==> src/rtl/song_sequencer_if.sv <==
// Control, ROM and tone-generator signals of the song sequencer.
// master: the sequencer; slave: the surrounding control/ROM/tone logic.
interface song_sequencer_if #(
    parameter int unsigned ADDR_W = 7,
    parameter int unsigned NOTE_W = 7,
    parameter int unsigned DUR_W  = 4
);
    logic                    play;
    logic                    pause;
    logic                    stop;
    logic                    loop;
    logic [ADDR_W-1:0]       rom_addr;
    logic [NOTE_W+DUR_W-1:0] rom_data;
    logic [NOTE_W-1:0]       note;
    logic                    playing;
    logic                    song_done;

    modport master (
        input  play, pause, stop, loop, rom_data,
        output rom_addr, note, playing, song_done
    );

    modport slave (
        output play, pause, stop, loop, rom_data,
        input  rom_addr, note, playing, song_done
    );
endinterface

==> src/rtl/song_sequencer.sv <==
// Song playback controller: walks the note ROM, holds each note for its stored duration,
// handles play/pause/stop and looping. Define SONG_GAP_EN for a one-tick rest after every note.
module song_sequencer #(
    parameter int unsigned ADDR_W   = 7,
    parameter int unsigned NOTE_W   = 7,
    parameter int unsigned DUR_W    = 4,
    parameter int unsigned TICK_DIV = 2_500_000
) (
    input  logic             clk,
    input  logic             reset,
    song_sequencer_if.master bus
);
    localparam int unsigned TICK_W = $clog2(TICK_DIV);
    localparam logic [TICK_W-1:0] TICK_LAST = TICK_W'(TICK_DIV - 1);

`ifdef SONG_GAP_EN
    typedef enum logic [2:0] {S_IDLE, S_FETCH, S_LOAD, S_PLAY, S_PAUSED, S_GAP} state_t;
`else
    typedef enum logic [2:0] {S_IDLE, S_FETCH, S_LOAD, S_PLAY, S_PAUSED} state_t;
`endif

    state_t              state, state_nxt;
    logic [ADDR_W-1:0]   addr, addr_nxt;
    logic [NOTE_W-1:0]   note_q, note_nxt;
    logic [NOTE_W-1:0]   held_note, held_nxt;
    logic [DUR_W-1:0]    dur_cnt, dur_nxt;
    logic [TICK_W-1:0]   tick_cnt, tick_nxt;
    logic                playing_q, playing_nxt;
    logic                done_c;
    logic                tick_wrap;
    logic [NOTE_W-1:0]   rom_note;
    logic [DUR_W-1:0]    rom_dur;
`ifdef SONG_GAP_EN
    logic                resume_gap, resume_gap_nxt;
`endif

    assign rom_note  = bus.rom_data[NOTE_W+DUR_W-1:DUR_W];
    assign rom_dur   = bus.rom_data[DUR_W-1:0];
    assign tick_wrap = (tick_cnt == TICK_LAST);

    // State register; all outputs except song_done come straight from flops
    always_ff @(posedge clk) begin
        if (reset) begin
            state      <= S_IDLE;
            addr       <= '0;
            note_q     <= '0;
            held_note  <= '0;
            dur_cnt    <= '0;
            tick_cnt   <= '0;
            playing_q  <= 1'b0;
`ifdef SONG_GAP_EN
            resume_gap <= 1'b0;
`endif
        end else begin
            state      <= state_nxt;
            addr       <= addr_nxt;
            note_q     <= note_nxt;
            held_note  <= held_nxt;
            dur_cnt    <= dur_nxt;
            tick_cnt   <= tick_nxt;
            playing_q  <= playing_nxt;
`ifdef SONG_GAP_EN
            resume_gap <= resume_gap_nxt;
`endif
        end
    end

    // Next-state logic; stop outranks pause, which outranks play
    always_comb begin
        state_nxt      = state;
        addr_nxt       = addr;
        note_nxt       = note_q;
        held_nxt       = held_note;
        dur_nxt        = dur_cnt;
        tick_nxt       = tick_cnt;
        done_c         = 1'b0;
`ifdef SONG_GAP_EN
        resume_gap_nxt = resume_gap;
`endif
        if (bus.stop && state != S_IDLE) begin
            state_nxt = S_IDLE;
            addr_nxt  = '0;
            note_nxt  = '0;
        end else begin
            case (state)
                S_IDLE: begin
                    if (bus.play) begin
                        state_nxt = S_FETCH;
                        addr_nxt  = '0;
                    end
                end
                S_FETCH: state_nxt = S_LOAD;
                S_LOAD: begin
                    if (rom_dur != '0) begin
                        note_nxt  = rom_note;
                        held_nxt  = rom_note;
                        dur_nxt   = rom_dur;
                        tick_nxt  = '0;
                        state_nxt = S_PLAY;
                    end else begin
                        done_c = 1'b1;
                        if (bus.loop) begin
                            addr_nxt  = '0;
                            state_nxt = S_FETCH;
                        end else begin
                            note_nxt  = '0;
                            state_nxt = S_IDLE;
                        end
                    end
                end
                S_PLAY: begin
                    if (bus.pause) begin
                        note_nxt       = '0;
                        state_nxt      = S_PAUSED;
`ifdef SONG_GAP_EN
                        resume_gap_nxt = 1'b0;
`endif
                    end else begin
                        tick_nxt = tick_wrap ? '0 : tick_cnt + TICK_W'(1);
                        if (tick_wrap) begin
                            dur_nxt = dur_cnt - DUR_W'(1);
                            if (dur_cnt == DUR_W'(1)) begin
                                addr_nxt = addr + ADDR_W'(1);
                                done_c   = (addr == '1);
                                if (addr == '1 && !bus.loop) begin
                                    note_nxt  = '0;
                                    state_nxt = S_IDLE;
                                end else begin
`ifdef SONG_GAP_EN
                                    note_nxt  = '0;
                                    state_nxt = S_GAP;
`else
                                    state_nxt = S_FETCH;
`endif
                                end
                            end
                        end
                    end
                end
`ifdef SONG_GAP_EN
                S_GAP: begin
                    if (bus.pause) begin
                        state_nxt      = S_PAUSED;
                        resume_gap_nxt = 1'b1;
                    end else begin
                        tick_nxt = tick_wrap ? '0 : tick_cnt + TICK_W'(1);
                        if (tick_wrap) state_nxt = S_FETCH;
                    end
                end
`endif
                S_PAUSED: begin
                    if (bus.play) begin
`ifdef SONG_GAP_EN
                        state_nxt = resume_gap ? S_GAP : S_PLAY;
                        note_nxt  = resume_gap ? '0 : held_note;
`else
                        state_nxt = S_PLAY;
                        note_nxt  = held_note;
`endif
                    end
                end
                default: state_nxt = S_IDLE;
            endcase
        end
    end

    // playing is registered from the next state so it tracks the state exactly
    always_comb begin
        case (state_nxt)
            S_FETCH, S_LOAD, S_PLAY: playing_nxt = 1'b1;
`ifdef SONG_GAP_EN
            S_GAP:                   playing_nxt = 1'b1;
`endif
            default:                 playing_nxt = 1'b0;
        endcase
    end

    assign bus.rom_addr  = addr;
    assign bus.note      = note_q;
    assign bus.playing   = playing_q;
    assign bus.song_done = done_c & ~reset;
endmodule

==> src/flat_wrapper.sv <==
// flat-port wrapper written by rule: the top's interface ports become plain ports
module song_sequencer_flat 
#(
    parameter int unsigned ADDR_W   = 7,
    parameter int unsigned NOTE_W   = 7,
    parameter int unsigned DUR_W    = 4,
    parameter int unsigned TICK_DIV = 2_500_000
)
  (clk, reset, bus_play, bus_pause, bus_stop, bus_loop, bus_rom_data, bus_rom_addr, bus_note, bus_playing, bus_song_done);
  song_sequencer_if #(.ADDR_W(ADDR_W), .NOTE_W(NOTE_W), .DUR_W(DUR_W)) bus_i ();
  input  logic clk;
  input  logic reset;
  input wire logic [$bits(bus_i.play)-1:0] bus_play;
  input wire logic [$bits(bus_i.pause)-1:0] bus_pause;
  input wire logic [$bits(bus_i.stop)-1:0] bus_stop;
  input wire logic [$bits(bus_i.loop)-1:0] bus_loop;
  input wire logic [$bits(bus_i.rom_data)-1:0] bus_rom_data;
  output wire logic [$bits(bus_i.rom_addr)-1:0] bus_rom_addr;
  output wire logic [$bits(bus_i.note)-1:0] bus_note;
  output wire logic [$bits(bus_i.playing)-1:0] bus_playing;
  output wire logic [$bits(bus_i.song_done)-1:0] bus_song_done;
  assign bus_i.play = bus_play;
  assign bus_i.pause = bus_pause;
  assign bus_i.stop = bus_stop;
  assign bus_i.loop = bus_loop;
  assign bus_i.rom_data = bus_rom_data;
  assign bus_rom_addr = bus_i.rom_addr;
  assign bus_note = bus_i.note;
  assign bus_playing = bus_i.playing;
  assign bus_song_done = bus_i.song_done;
  song_sequencer #(.ADDR_W(ADDR_W), .NOTE_W(NOTE_W), .DUR_W(DUR_W), .TICK_DIV(TICK_DIV)) u_core (.clk(clk), .reset(reset), .bus(bus_i));
endmodule
==> config.mk <==
export PLATFORM = sky130hd
export DESIGN_NAME = song_sequencer_flat
export DESIGN_NICKNAME = d
export VERILOG_FILES = /design/src/rtl/song_sequencer_if.sv /design/src/rtl/song_sequencer.sv /design/src/flat_wrapper.sv
export SDC_FILE = /design/constraint.sdc
export NUM_CORES = 1
export LEC_CHECK = 0
export BUFFER_PORTS_ARGS = -buffer_cell sky130_fd_sc_hd__buf_2
export CAP_MARGIN = 30
export CELL_PAD_IN_SITES_DETAIL_PLACEMENT = 0
export CELL_PAD_IN_SITES_GLOBAL_PLACEMENT = 1
export CORE_MARGIN = 1.5
export CORE_UTILIZATION = 35
export CTS_CLUSTER_SIZE = 10
export DETAILED_ROUTE_END_ITERATION = 10
export PLACE_DENSITY = 0.73
export SYNTH_ARGS = -nofsm -noshare
export SYNTH_HDL_FRONTEND = slang
export SYNTH_SLANG_ARGS = --single-unit
==> constraint.sdc <==
create_clock -name clk -period 2.9 [get_ports clk]
set_input_delay 0.29 -clock clk [delete_from_list [all_inputs] [get_ports clk]]
set_output_delay 0.29 -clock clk [all_outputs]
set_load 0.1 [all_outputs]
==> results of run 1 <==
[synthesized netlist by cell type (2+ instances only)]
library cell	count
nand2b_1	5
or2_2	4
xor2_1	5
buf_2	5
or4b_1	2
a211oi_1	2
or4_1	9
o21a_1	3
nand4_1	8
nor3_1	12
nor4_1	6
o31ai_1	6
inv_1	6
and3_1	4
a21oi_1	27
or3b_2	2
clkbuf_1	16
nor3b_1	6
nor2_1	49
nand2_1	15
nand3b_1	3
o211ai_1	10
dfxtp_1	51
mux2i_1	7
xnor2_1	16
o21ai_0	4
a221oi_1	7
nor2b_1	2
nand3_1	26
and4_1	3
ha_1	4
a31oi_1	4
or3_1	3
[worst max-delay path: stages (launching register included)]
cell and delay (ps):
dfxtp_1 360, or4b_1 590, or4_4 580, nor2_2 150, a31oi_1 130, nor3_4 170, buf_12 200
[final timing paths]
check                 startpoint                endpoint  slack [ps]  cells after the start
max          u_core.tick_cnt[14]           bus_song_done         120                      6
min              bus_rom_data[5]     u_core.held_note[1]         240                      3
max reg2reg   u_core.tick_cnt[9]  u_core.bus.rom_addr[5]         590                      5
min reg2reg   u_core.bus.note[0]      u_core.bus.note[0]         470                      2
[cells by family after synthesis]
logic type / count (synthesis)
AO/OA/AOI/OAI: 74
XOR/XNOR: 21
adder cells (fa/ha/maj): 4
buffers and inverters: 29
flip-flops: 51
multiplexers: 7
AND/OR/NAND/NOR: 167
[per-stage QoR]
stage / worst slack, ps / power (mW) / std cells
detailed placement: 297.5 / 1.247 / 473
finish: 120.7 / 1.678 / 481
global placement: 328.5 / 1.244 / 473
CTS: 31.47 / 1.702 / 481
floorplan: 3.676 / 1.143 / 353
global route: 18.91 / 1.781 / 481
[cell type report]
type | instances | area, sq um | area share [%]
Tap cell | 102 | 127.6 | 3.902
Sequential cell | 51 | 1026 | 31.37
Timing Repair Buffer | 41 | 242.7 | 7.422
Clock buffer | 6 | 82.58 | 2.525
Inverter | 6 | 22.52 | 0.6886
Clock inverter | 2 | 16.27 | 0.4973
Multi-Input combinational cell | 273 | 1753 | 53.60
[state kept, by name, summed over array words and instances (netlist names)]
signal	count
u_core.tick_cnt	22
u_core.bus.note	7
u_core.bus.rom_addr	7
u_core.held_note	7
u_core.dur_cnt	4
u_core.state	3
u_core.bus.playing	1
[report_power, final]
| group | leakage, nW | switching, mW | total, mW | internal, mW |
|---|---|---|---|---|
| clock network | 0.0474 | 0.254 | 0.449 | 0.195 |
| logic | 0.664 | 0.328 | 0.464 | 0.136 |
| registers | 0.414 | 0.0313 | 0.765 | 0.734 |
| total | 1.13 | 0.613 | 1.68 | 1.07 |
[timing repair]
item                       in CTS  in global routing
gates resized for setup         3                  2
pin swaps                       0                  1
hold buffers                    0                  0
setup endpoints to repair       1                  1
[routing by layer]
layer  track usage (%)  wire length, microns  share of wire [%]  up-vias
li1                  -                     -                  -     1339
met1             20.85                  3321                 48     1249
met2             28.32                  3290                 48       32
met3             3.479                   220                3.2        4
met4             3.856                    53               0.77        0
met5                 0                     0                  0        -
[layout by cell type, fill, tap and decap left out, types with 9 or more instances in the layout]
cell | synthesis | routed
nor2_1 | 49 | 48
dfxtp_1 | 51 | 47
buf_2 | 5 | 31
a21oi_1 | 27 | 27
nand3_1 | 26 | 26
xnor2_1 | 16 | 16
nand2_1 | 15 | 15
nor3_1 | 12 | 11
o211ai_1 | 10 | 10
buf_4 | 0 | 9
==> results.md, run 1 <==
- Chip height: 93.66 microns
- Leak: 1.125 nW
- GP Congestion: 0.8051
- YS warnings: 0
- Final non-filler cell area: 0.003271 sq mm
- DRT Pass-1 Iters: 4
- Synth Flop Type: dfxtp_1
- EDFF count, synth: 0
- Area fraction of the dominant cell type after synthesis: 35.49%
- Count of final hold-check violations: 0
- Routed len/inst: 14.31 microns
- Row count: 32
- Layout Utilization: 41.68%
- Clock skew: 9.461 ps
- Initial Util: 36.65%
- Min Tclk post-route: 2779 ps
- Slew @ Worst Pin: 905.2 ps
- Area Overhead vs Synth: 13.70%
- Peak Freq: 359.8 MHz
- DR iter-0 viols: 113
- Port Buffers: 32
- MaxCap Viol Count: 0
- Syn Inst Count: 353
- Core area: 0.007848 sq mm
- Largest area contributor in the netlist: dfxtp_1
- Yosys reg bits: 51
- I/O Pins: 33
- Post-synthesis mux area share: 2.436%
- Worst-Skew Late Latency: 310 ps
- CP arrival: 2490 ps
- XOR/XNOR Fraction of Synth Area: 6.394%
- Simple-gate share of the synthesized area: 32.36%
- Syn Area/Cell: 8.149 sq um
- Period utilization: 95.84%
- Post-DP HPWL: 4874 microns
- ANT cells: 0
- GRT Residual Overflow: 0
- Fillers: 825
- Pins over their slew limit: 0
- CP endpoint kind: output pin
- Clock sinks: 51
- Final setup fails: 0
- Die X: 93.66 microns
- Die footprint: 0.008771 sq mm
- Post-synthesis compound-gate area fraction: 17.31%
- Synth area leaders: dfxtp_1, nor2_1, xnor2_1
- Initial antenna violation count: 0
- Routed vias/inst: 5.455
- Hold WS: 236.4 ps
- RSZ-0062 raised after global routing: false
- Reg clk slew, reported paths: 100 ps
- Synth Area in Adders: 1.740%
- ANT nets after route: 0
- Vias in the first global route: 2,464
- CTS buffer count: 5
- Ys async rst share: 0%
- Setup TNS: 0 ps
- Synth Net Count: 374
- Crit start category: flip-flop
- Peak supply drop: 0.3232 mV
- H-tree depth: 2
- Residual DRC: 0
- Pwr Density: 513.1 mW/mm^2
- Main combinational cell family by area after synthesis: simple AND/OR/NAND/NOR gates
- DR vias: 2,624
- Status: finished clean
- Routed WL: 6885 microns
- Post-synthesis cell type count: 54
- Netlist Area Pre-Place: 0.002877 sq mm
- Post-CTS Setup Inserts: 0
- Area post-placement: 0.003161 sq mm
- CP Class: reg -> out
- Max FO, Critical Path: 5
- Final nets: 399
- First-pass GRT wire length: 11,560 microns
- Clock Tree Root: clkbuf_8
- Post-synthesis sequential area ratio: 35.49%
- Longest Clk Path Bufs: 2
- WP data required: 2610 ps
- Max-slew headroom: 39.65%
- Largest net degree at the start of global routing: 25
- Share of post-route cells with drive strength above 1: 18.47%
- CTS tree: yes
- Global Route Usage Sum: 16.42%
- Hold Path Class: in -> reg
Power figures use the tool's default switching activity.
==> inputs of run 2 (changes only) <==
--- a/config.mk
+++ b/config.mk
@@ -5,6 +5,7 @@
 export SDC_FILE = /design/constraint.sdc
 export NUM_CORES = 1
 export LEC_CHECK = 0
+export ABC_CLOCK_PERIOD_IN_PS = 2900
 export BUFFER_PORTS_ARGS = -buffer_cell sky130_fd_sc_hd__buf_2
 export CAP_MARGIN = 30
 export CELL_PAD_IN_SITES_DETAIL_PLACEMENT = 0
@@ -14,6 +15,7 @@
 export CTS_CLUSTER_SIZE = 10
 export DETAILED_ROUTE_END_ITERATION = 10
 export PLACE_DENSITY = 0.73
+export RECOVER_POWER = 100
 export SYNTH_ARGS = -nofsm -noshare
 export SYNTH_HDL_FRONTEND = slang
 export SYNTH_SLANG_ARGS = --single-unit
==> run 2 against run 1 <==
  * Design area is 1.3% lower
  * Non-clock buffer count unchanged
  * Sequential power about the same
  * Via count is 0.84% higher
  * Worst setup slack better by 14 ps
  * Count of clock-buffer cells in the layout unchanged
  * Fmax up 0.50%
  * First-iteration DRC count increased by 0.88%
  * Clock power barely moved
  * Total power is 0.34% lower
  * Final cell count unchanged
  * Core utilization down 0.53 points
  * Largest cell class unchanged
  * Largest power group unchanged
  * Highest routed layer unchanged
==> results.md, run 2 (synthesis gave the netlist of run 1 again) <==
- Clock sinks: 51
- DR vias: 2,646
- DR iter-0 viols: 114
- Routed len/inst: 14.37 microns
- R2R Setup Slk: 470 ps
- Crit start category: flip-flop
- H-tree depth: 2
- Port Buffers: 32
- Fillers: 833
- Period utilization: 95.36%
- GRT Residual Overflow: 0
- ANT nets after route: 0
- Startpoint of the worst hold path: bus_rom_data[9]
- ANT cells: 0
- Share of post-route cells with drive strength above 1: 13.98%
- Critical Path End: bus_song_done
- Peak supply drop: 0.3260 mV
- Row count: 32
- Largest net degree at the start of global routing: 25
- Min Tclk post-route: 2765 ps
- Max FO, Critical Path: 5
- Area Overhead vs Synth: 12.27%
- MaxCap Viol Count: 0
- Post-DP HPWL: 4874 microns
- I/O Pins: 33
- Max-slew headroom: 22.16%
- CTS buffer count: 5
- Status: finished clean
- R2R cell count: 8
- Hold Path Class: in -> reg
- Core area: 0.007848 sq mm
- Pwr Density: 517.9 mW/mm^2
- Total Power: 1.673 mW
- Slew @ Worst Pin: 1173 ps
- Non-Filler Instances: 481
- Die X: 93.66 microns
- RSZ-0062 raised after global routing: false
- Peak Freq: 361.6 MHz
- Final setup fails: 0
- Pins over their slew limit: 0
- Clock skew: 7.654 ps
- Routed WL: 6912 microns
- Vias in the first global route: 2,464
- Initial antenna violation count: 0
- Worst-Skew Late Latency: 310 ps
- CP endpoint kind: output pin
- Leak: 1.032 nW
- CTS tree: yes
- Die footprint: 0.008771 sq mm
- CP arrival: 2480 ps
- Multi-input gate area: 0.001747 sq mm
- Cells after DPL: 473
- Count of final hold-check violations: 0
- Most frequent cells in the layout: nor2_1, dfxtp_1, a21oi_1
- Clock Tree Root: clkbuf_8
- Initial Util: 36.65%
- Worst r2r dst: u_core.tick_cnt[15]
- CP Class: reg -> out
- Max FFs per register: 22
- CP Launch Point: u_core.tick_cnt[14]
- GP Congestion: 0.8051
- Most common cell after layout, fill and taps aside: nor2_1
- Biggest register: u_core.tick_cnt
- Final nets: 399
- Reg2reg start: u_core.tick_cnt[0]
- Hold buffer count at CTS: 0
- Residual DRC: 0
- Global Route Usage Sum: 16.42%
- Longest Clk Path Bufs: 2
- Reg area: 0.001026 sq mm
- WP data required: 2610 ps
- Reg clk slew, reported paths: 100 ps
- Chip height: 93.66 microns
- First-pass GRT wire length: 11,560 microns
- Setup TNS: 0 ps
- Routed vias/inst: 5.501
- DRT Pass-1 Iters: 5
-- run 2: changes by cell type in the layout (fill, tap and decap cells not counted), sizes merged --
cell / delta
buf: -17
clkbuf: +17
-- run 2: how the worst min path moves through the flow --
stage / to / slack (ps) / depth (start not counted)
2_1_floorplan: u_core.held_note[0] / 440 / 2
3_3_place_gp: u_core.bus.note[0] / 460 / 2
3_5_place_dp: u_core.bus.note[4] / 460 / 2
4_1_cts: u_core.held_note[6] / 240 / 3
5_1_grt: u_core.held_note[0] / 240 / 3
6_report: u_core.held_note[5] / 240 / 3
-- run 2: metrics by stage --
stage	area (sq um)	worst slack [ps]	util [%]	hold WS, ps
6_report	3229	134.5	41.15	237.9
5_1_grt	3229	23.31	41.15	238.1
4_1_cts	3267	31.47	41.63	236.3
3_5_place_dp	3161	297.5	40.27	462.0
3_3_place_gp	3161	328.5	40.27	459.3
2_1_floorplan	2890	3.676	-	437.2
-- run 2: worst max-delay path, cell delays in order, from the launching register on --
cell	delay [ps]
dfxtp_1	360
or4b_1	590
or4_4	560
nor2_2	140
a31oi_1	130
nor3_4	140
buf_6	240
-- run 2: final cells by class --
type	instances	area share (%)
sequential	51	31.77
clock buffer	6	2.557
multi-input combinational	273	54.09
inverter	6	0.6974
tap	102	3.952
clock inverter	2	0.5037
timing repair buffer	41	6.432
-- run 2: metal layers --
metal  global-route usage (%)  up-vias  share of wire [%]
met5                        0        -                  0
met4                    3.856        0               0.77
met3                    3.479        4                3.4
met2                    28.32       38                 47
met1                    20.85     1262                 48
li1                         -     1342                  -
-- run 2: report_power, final --
group | switching, mW | leakage (nW) | internal [mW]
logic | 0.329 | 0.570 | 0.129
clock network | 0.253 | 0.0474 | 0.195
registers | 0.0322 | 0.414 | 0.734
-- run 2: repair_timing --
item                                    4_1_cts  5_1_grt
endpoints found under the setup margin        1        1
pin swaps                                     0        1
resized for setup                             3        2
setup buffers                                 0        0
